**config.mk**
```make
export PLATFORM = sky130hd
export DESIGN_NAME = mbus_decoder_ws
export DESIGN_NICKNAME = d
export VERILOG_FILES = /design/src/rtl/mbus_decoder_ws.sv
export SDC_FILE = /design/constraint.sdc
export NUM_CORES = 1
export LEC_CHECK = 0
export CAP_MARGIN = 0
export CORE_MARGIN = 3
export CORE_UTILIZATION = 34
export DETAILED_ROUTE_END_ITERATION = 7
export HOLD_SLACK_MARGIN = 0.12
export PLACE_DENSITY_LB_ADDON = 0.05
export SLEW_MARGIN = 10
export SYNTH_ARGS = -nofsm -noshare
export SYNTH_HDL_FRONTEND = slang
export SYNTH_SLANG_ARGS = --single-unit
```
**constraint.sdc**
```tcl
create_clock -name CLK -period 8.1 [get_ports CLK]
set_clock_uncertainty 0.05 [all_clocks]
set_input_delay 1.62 -clock CLK [delete_from_list [all_inputs] [get_ports CLK]]
set_output_delay 1.62 -clock CLK [all_outputs]
set_load 0.02 [all_outputs]
```
**src/rtl/mbus_decoder_ws.sv**
```systemverilog
// Memory-bus decoder for up to 16 slaves in the low 64K, one 4K page per slave.
// Each slave gets its own wait-state count; unmapped accesses raise m_err and are logged.
module mbus_decoder_ws #(
  parameter int                WIDTH    = 32,
  parameter int                NSLV     = 4,
  parameter logic [NSLV*4-1:0] PAGE_MAP = {4'hF, 4'hE, 4'hC, 4'h0},
  parameter logic [NSLV*4-1:0] WS_MAP   = '0
) (
  input  logic                  CLK,
  input  logic                  RESET,
  input  logic                  m_req,
  input  logic                  m_wen,
  input  logic [WIDTH-1:0]      m_addr,
  input  logic [WIDTH-1:0]      m_wdata,
  output logic [WIDTH-1:0]      m_rdata,
  output logic                  m_ack,
  output logic                  m_err,
  output logic                  m_busy,
  output logic [NSLV-1:0]       s_cs,
  output logic                  s_wen,
  output logic [WIDTH-1:0]      s_addr,
  output logic [WIDTH-1:0]      s_wdata,
  input  logic [NSLV*WIDTH-1:0] s_rdata,
  output logic [WIDTH-1:0]      err_addr,
  output logic [7:0]            err_cnt
);

  localparam int IW = (NSLV > 1) ? $clog2(NSLV) : 1;

  typedef enum logic {IDLE, ACCESS} state_t;

  state_t        state;
  logic [IW-1:0] sel;
  logic [3:0]    cnt;
  logic          wen_q;
  logic          hit;
  logic [IW-1:0] hit_idx;

  // Scan high-to-low so the lowest matching index overrides the others.
  always_comb begin
    hit     = 1'b0;
    hit_idx = '0;
    for (int i = NSLV - 1; i >= 0; i--) begin
      if (m_addr[15:12] == PAGE_MAP[i*4 +: 4]) begin
        hit     = 1'b1;
        hit_idx = IW'(i);
      end
    end
    if (m_addr[WIDTH-1:16] != '0) hit = 1'b0;
  end

  assign m_busy = (state == ACCESS);
  // The strobe lives in the final ACCESS cycle only, so one write per access.
  assign s_wen  = (state == ACCESS) && (cnt == 4'd0) && wen_q;

  always_ff @(posedge CLK or posedge RESET) begin
    if (RESET) begin
      state    <= IDLE;
      sel      <= '0;
      cnt      <= '0;
      wen_q    <= 1'b0;
      s_cs     <= '0;
      s_addr   <= '0;
      s_wdata  <= '0;
      m_rdata  <= '0;
      m_ack    <= 1'b0;
      m_err    <= 1'b0;
      err_addr <= '0;
      err_cnt  <= '0;
    end else begin
      m_ack <= 1'b0;
      m_err <= 1'b0;
      case (state)
        IDLE: begin
          if (m_req) begin
            if (hit) begin
              sel     <= hit_idx;
              s_addr  <= m_addr;
              s_wdata <= m_wdata;
              wen_q   <= m_wen;
              cnt     <= WS_MAP[hit_idx*4 +: 4];
              s_cs    <= NSLV'(1) << hit_idx;
              state   <= ACCESS;
            end else begin
              m_err    <= 1'b1;
              err_addr <= m_addr;
              if (err_cnt != 8'hFF) err_cnt <= err_cnt + 8'd1;
            end
          end
        end
        ACCESS: begin
          if (cnt != 4'd0) begin
            cnt <= cnt - 4'd1;
          end else begin
            m_rdata <= wen_q ? '0 : s_rdata[sel*WIDTH +: WIDTH];
            m_ack   <= 1'b1;
            s_cs    <= '0;
            state   <= IDLE;
          end
        end
        default: state <= IDLE;
      endcase
    end
  end

endmodule

```
==> summary by stage <==
GRT
Entering global routing, the biggest net connects 94 pins. The remaining global-route overflow is 0. The via count of the first global-routing pass is 5473. The first-pass GRT wire length is 31000 µm.

The overall track demand over capacity in global routing is 18.6%. The initial antenna violation count is 0.

Setup path
The startpoint-to-endpoint class of the critical path is reg -> out. The arrival time at the worst endpoint is 2.88 ns. The highest net fanout along the worst path is 38. The category of the worst setup path launch point is a flop. The nature of the critical path endpoint is a primary output.

The worst path required time is 6.43 ns.

Placed design
The count of port buffers added during placement is 339. At the end of routability-driven placement, the weighted congestion stood at 0.773. Before CTS, the worst setup slack after placement is 3.17 ns. The cell area after placement is 10200 µm². The detailed placement HPWL is 14700 µm. The number of placed instances, taps included, is 1036.

Synth
Ranked by instance count, the synthesized netlist is headed by dfrtp_1, nand2_1, mux2_4. The per-instance average area after synthesis is 14.4 µm². The predominant post-synthesis flop cell is dfrtp_1.

The synthesized netlist net count is 661. By instance count, the leading cell after synthesis is dfrtp_1. After synthesis, the cell types taking the most area are dfrtp_1, mux2_4, mux4_2. The number of enable-type register cells in the synthesized netlist is 0. The sequential cell area fraction in the yosys report is 56.3%.

The count of cell types in the netlist is 43. Yosys printed 0 warnings. Counting every instance in the synthesized netlist gives 462. The synthesized netlist occupies a cell area of 6670 µm². The dominant cell type by area after synthesis is dfrtp_1.

The synthesized design contains 150 register bits. The share of synthesized registers carrying an async set or reset is 100%. The proportion of netlist area held by the largest area contributor is 56.3%.

Clock tree
In this run, post-CTS repair resized a total of 0 instances. The number of buffers inserted by hold repair at cts is 0. Once the clock tree was built, the setup fixing pass inserted 0 buffers. The maximum level of the CTS H-tree is 4. The clock buffer count from CTS is 17. The cell sitting at the root of the clock tree is a clkbuf_16. After clock tree synthesis, the clock-pin slew on the worst setup and hold paths is 0.06 ns. TritonCTS built the clock tree. No sink is reached through more buffers than the 2 on the longest clock path.

The count of clock tree sinks is 150. The clock latency of the later-clocked register in the worst-skew pair is 0.41 ns.

Floorplan
The die covers 21300 µm². The site row count is 50. The die is 146 µm wide. Once the floorplan was initialized, standard cells occupied 35.2% of the core. The total I/O pin count is 340. The total area inside the core boundary comes to 19000 µm². Measured along the y axis, the die boundary spans 146 µm.

Status
The flow ran to the end, and the final reports show no timing, DRC or antenna violations.

Finish
The share of layout cells above drive strength 1 is 18.0%. The number of antenna diodes is 0. The finished cells cover 10800 µm². The non-filler instance count after layout is 1067. The synthesis-to-finish area growth is 62.7%. Fill cells in the final layout number 1581. Across the whole layout, storage elements account for 3750 µm². In the final design database the tool counted 994 nets. The multi-input combinational cells in the finished layout cover a total of 2700 µm².

Pwr
Overall power consumption after layout is estimated at 1.98 mW. The power density over the cells is 182 nW/µm². The cell internal power dissipation is 1.47 mW. The portion of total power attributed to the clock network is 40.5%. The switching power as a share of total power is 25.9%. The share of total power dissipated in combinational logic is 17.6%.

The share of total power dissipated in sequential elements is 41.9%. The switching power total is 0.512 mW. In this run the static leakage power is 4.65 nW. VDD sags by at most 0.123 mV.

Routing
The final layout contains routed wiring with a total length of 19800 µm. The remaining antenna violation count after routing is 0. For this run, the detailed router's first-pass iteration total came to 4. After detailed routing, the average wire length per cell comes to 18.5 µm.

After detailed routing, the number of remaining DRC violations is 0. The number of DRC markers after the initial detailed-route iteration is 161. In the routed layout, each cell is associated on average with a via count of 4.74. The total vias in the final route is 5061.

STA
The minimum setup slack in the final design is 3.55 ns. The final hold violation count was 0. The number of max-slew violations in the final report came to 0. The fmax is 220 MHz. The portion of the clock cycle consumed by the worst path in the final layout is 56.2%. In the final timing run, aggregate negative setup slack is 0 ns. For the pin with the worst max-slew slack, the measured transition is 1.08 ns. The worst path in the final design needs a cycle of 4.55 ns, including I/O delays and setup. The worst slew slack as a fraction of its limit is 28.3%.

Setup repair after global routing left no endpoint under its margin. The final count of negative-setup-slack endpoints is 0.

Worst hold path
The worst hold path belongs to the class reg -> reg.

Job
The max capacitance violation total is 0.
==> registers in the layout (all words and copies together) (netlist names) <==
| signal | flops |
|---|---|
| s_wdata | 32 |
| err_addr | 32 |
| m_busy | 1 |
| s_addr | 32 |
| m_err | 1 |
| err_cnt | 8 |
| sel | 2 |
| s_cs | 4 |
| cnt | 4 |
| wen_q | 1 |
| m_ack | 1 |
| m_rdata | 32 |
==> power groups by stage <==
stage          sequential (mW)  clock, mW  combinational [mW]
2_1_floorplan            0.888          0              0.0893
3_3_place_gp             0.840          0               0.349
4_1_cts                  0.829      0.822               0.354
3_5_place_dp             0.843          0               0.352
6_report                 0.829      0.801               0.348
5_1_grt                  0.836      0.859               0.374
==> worst max-delay path, stage by stage (launching register included) <==
cell	delay [ns]
dfrtp_1	0.40
inv_1	0.09
ha_1	0.16
nand2b_1	0.08
or3b_2	0.81
inv_1	0.17
and2_1	0.14
clkdlybuf4s50_1	0.62
==> through the flow <==
stage | utilization (%) | hold WS, ns
finish | 57.2 | 0.420
CTS | 57.2 | 0.428
global route | 57.2 | 0.461
global placement | 54.1 | 0.409
floorplan | - | 0.415
detailed placement | 54.1 | 0.412
==> cell type report <==
cell class                 count  area share (%)
clock inverter                12            1.33
timing repair buffer         344            31.6
sequential                   150            34.6
clock buffer                  19            4.18
multi-input combinational    274            24.9
tap                          260            3.00
inverter                       8           0.323
==> path summary, 6_finish.rpt <==
| check | from | endpoint | slack (ns) | cells past startpoint |
|---|---|---|---|---|
| max | cnt[0]$_DFFE_PP0P_ | s_wen | 3.55 | 7 |
| min | err_addr[28]$_DFFE_PP0P_ | err_addr[28]$_DFFE_PP0P_ | 0.42 | 2 |
| max reg2reg | m_busy$_DFF_PP0_ | err_cnt[1]$_DFFE_PP0P_ | 5.62 | 5 |
| min reg2reg | err_addr[28]$_DFFE_PP0P_ | err_addr[28]$_DFFE_PP0P_ | 0.42 | 2 |
| max in group asynchronous | RESET | sel[0]$_DFFE_PP0P_ | 4.95 | 3 |
| min in group asynchronous | RESET | s_wdata[18]$_DFFE_PP0P_ | 1.69 | 2 |
==> layout by cell type, fill, tap and decap left out, drive strengths merged, types with 2 or more instances in the layout <==
cell	netlist	final
nand3	3	3
bufinv	0	2
nor2	8	8
nand2	70	70
mux4	32	32
nand2b	2	2
xnor2	3	3
a22o	32	32
nor2b	17	17
buf	19	5
mux2	63	63
clkbuf	11	19
a21oi	5	5
o21ai	6	6
clkinvlp	0	5
dfrtp	150	150
nand4	2	2
xor2	4	4
clkdlybuf4s50	0	339
ha	3	3
inv	8	13
o22ai	2	2
nor4	5	5
==> kinds of logic (layout without fill, tap and decap cells) <==
group | Yosys count | in the layout | share of synthesized area (%)
AO/OA/AOI/OAI | 51 | 51 | 6.16
adder cells (fa/ha/maj) | 3 | 3 | 0.563
buffers and inverters | 38 | 383 | 3.19
AND/OR/NAND/NOR | 117 | 117 | 8.52
XOR/XNOR | 7 | 7 | 0.920
flip-flops | 150 | 150 | 56.3
multiplexers | 96 | 96 | 24.4
==> per-layer routing <==
metal,vias up,part of all wire (%),global-route usage [%]
met5,-,0,0
met4,0,2.5,6.63
met3,23,7.5,6.64
met2,226,50,31.3
met1,2472,40,22.0
li1,2340,-,-
No activity file was read; power rests on OpenSTA's default activity.
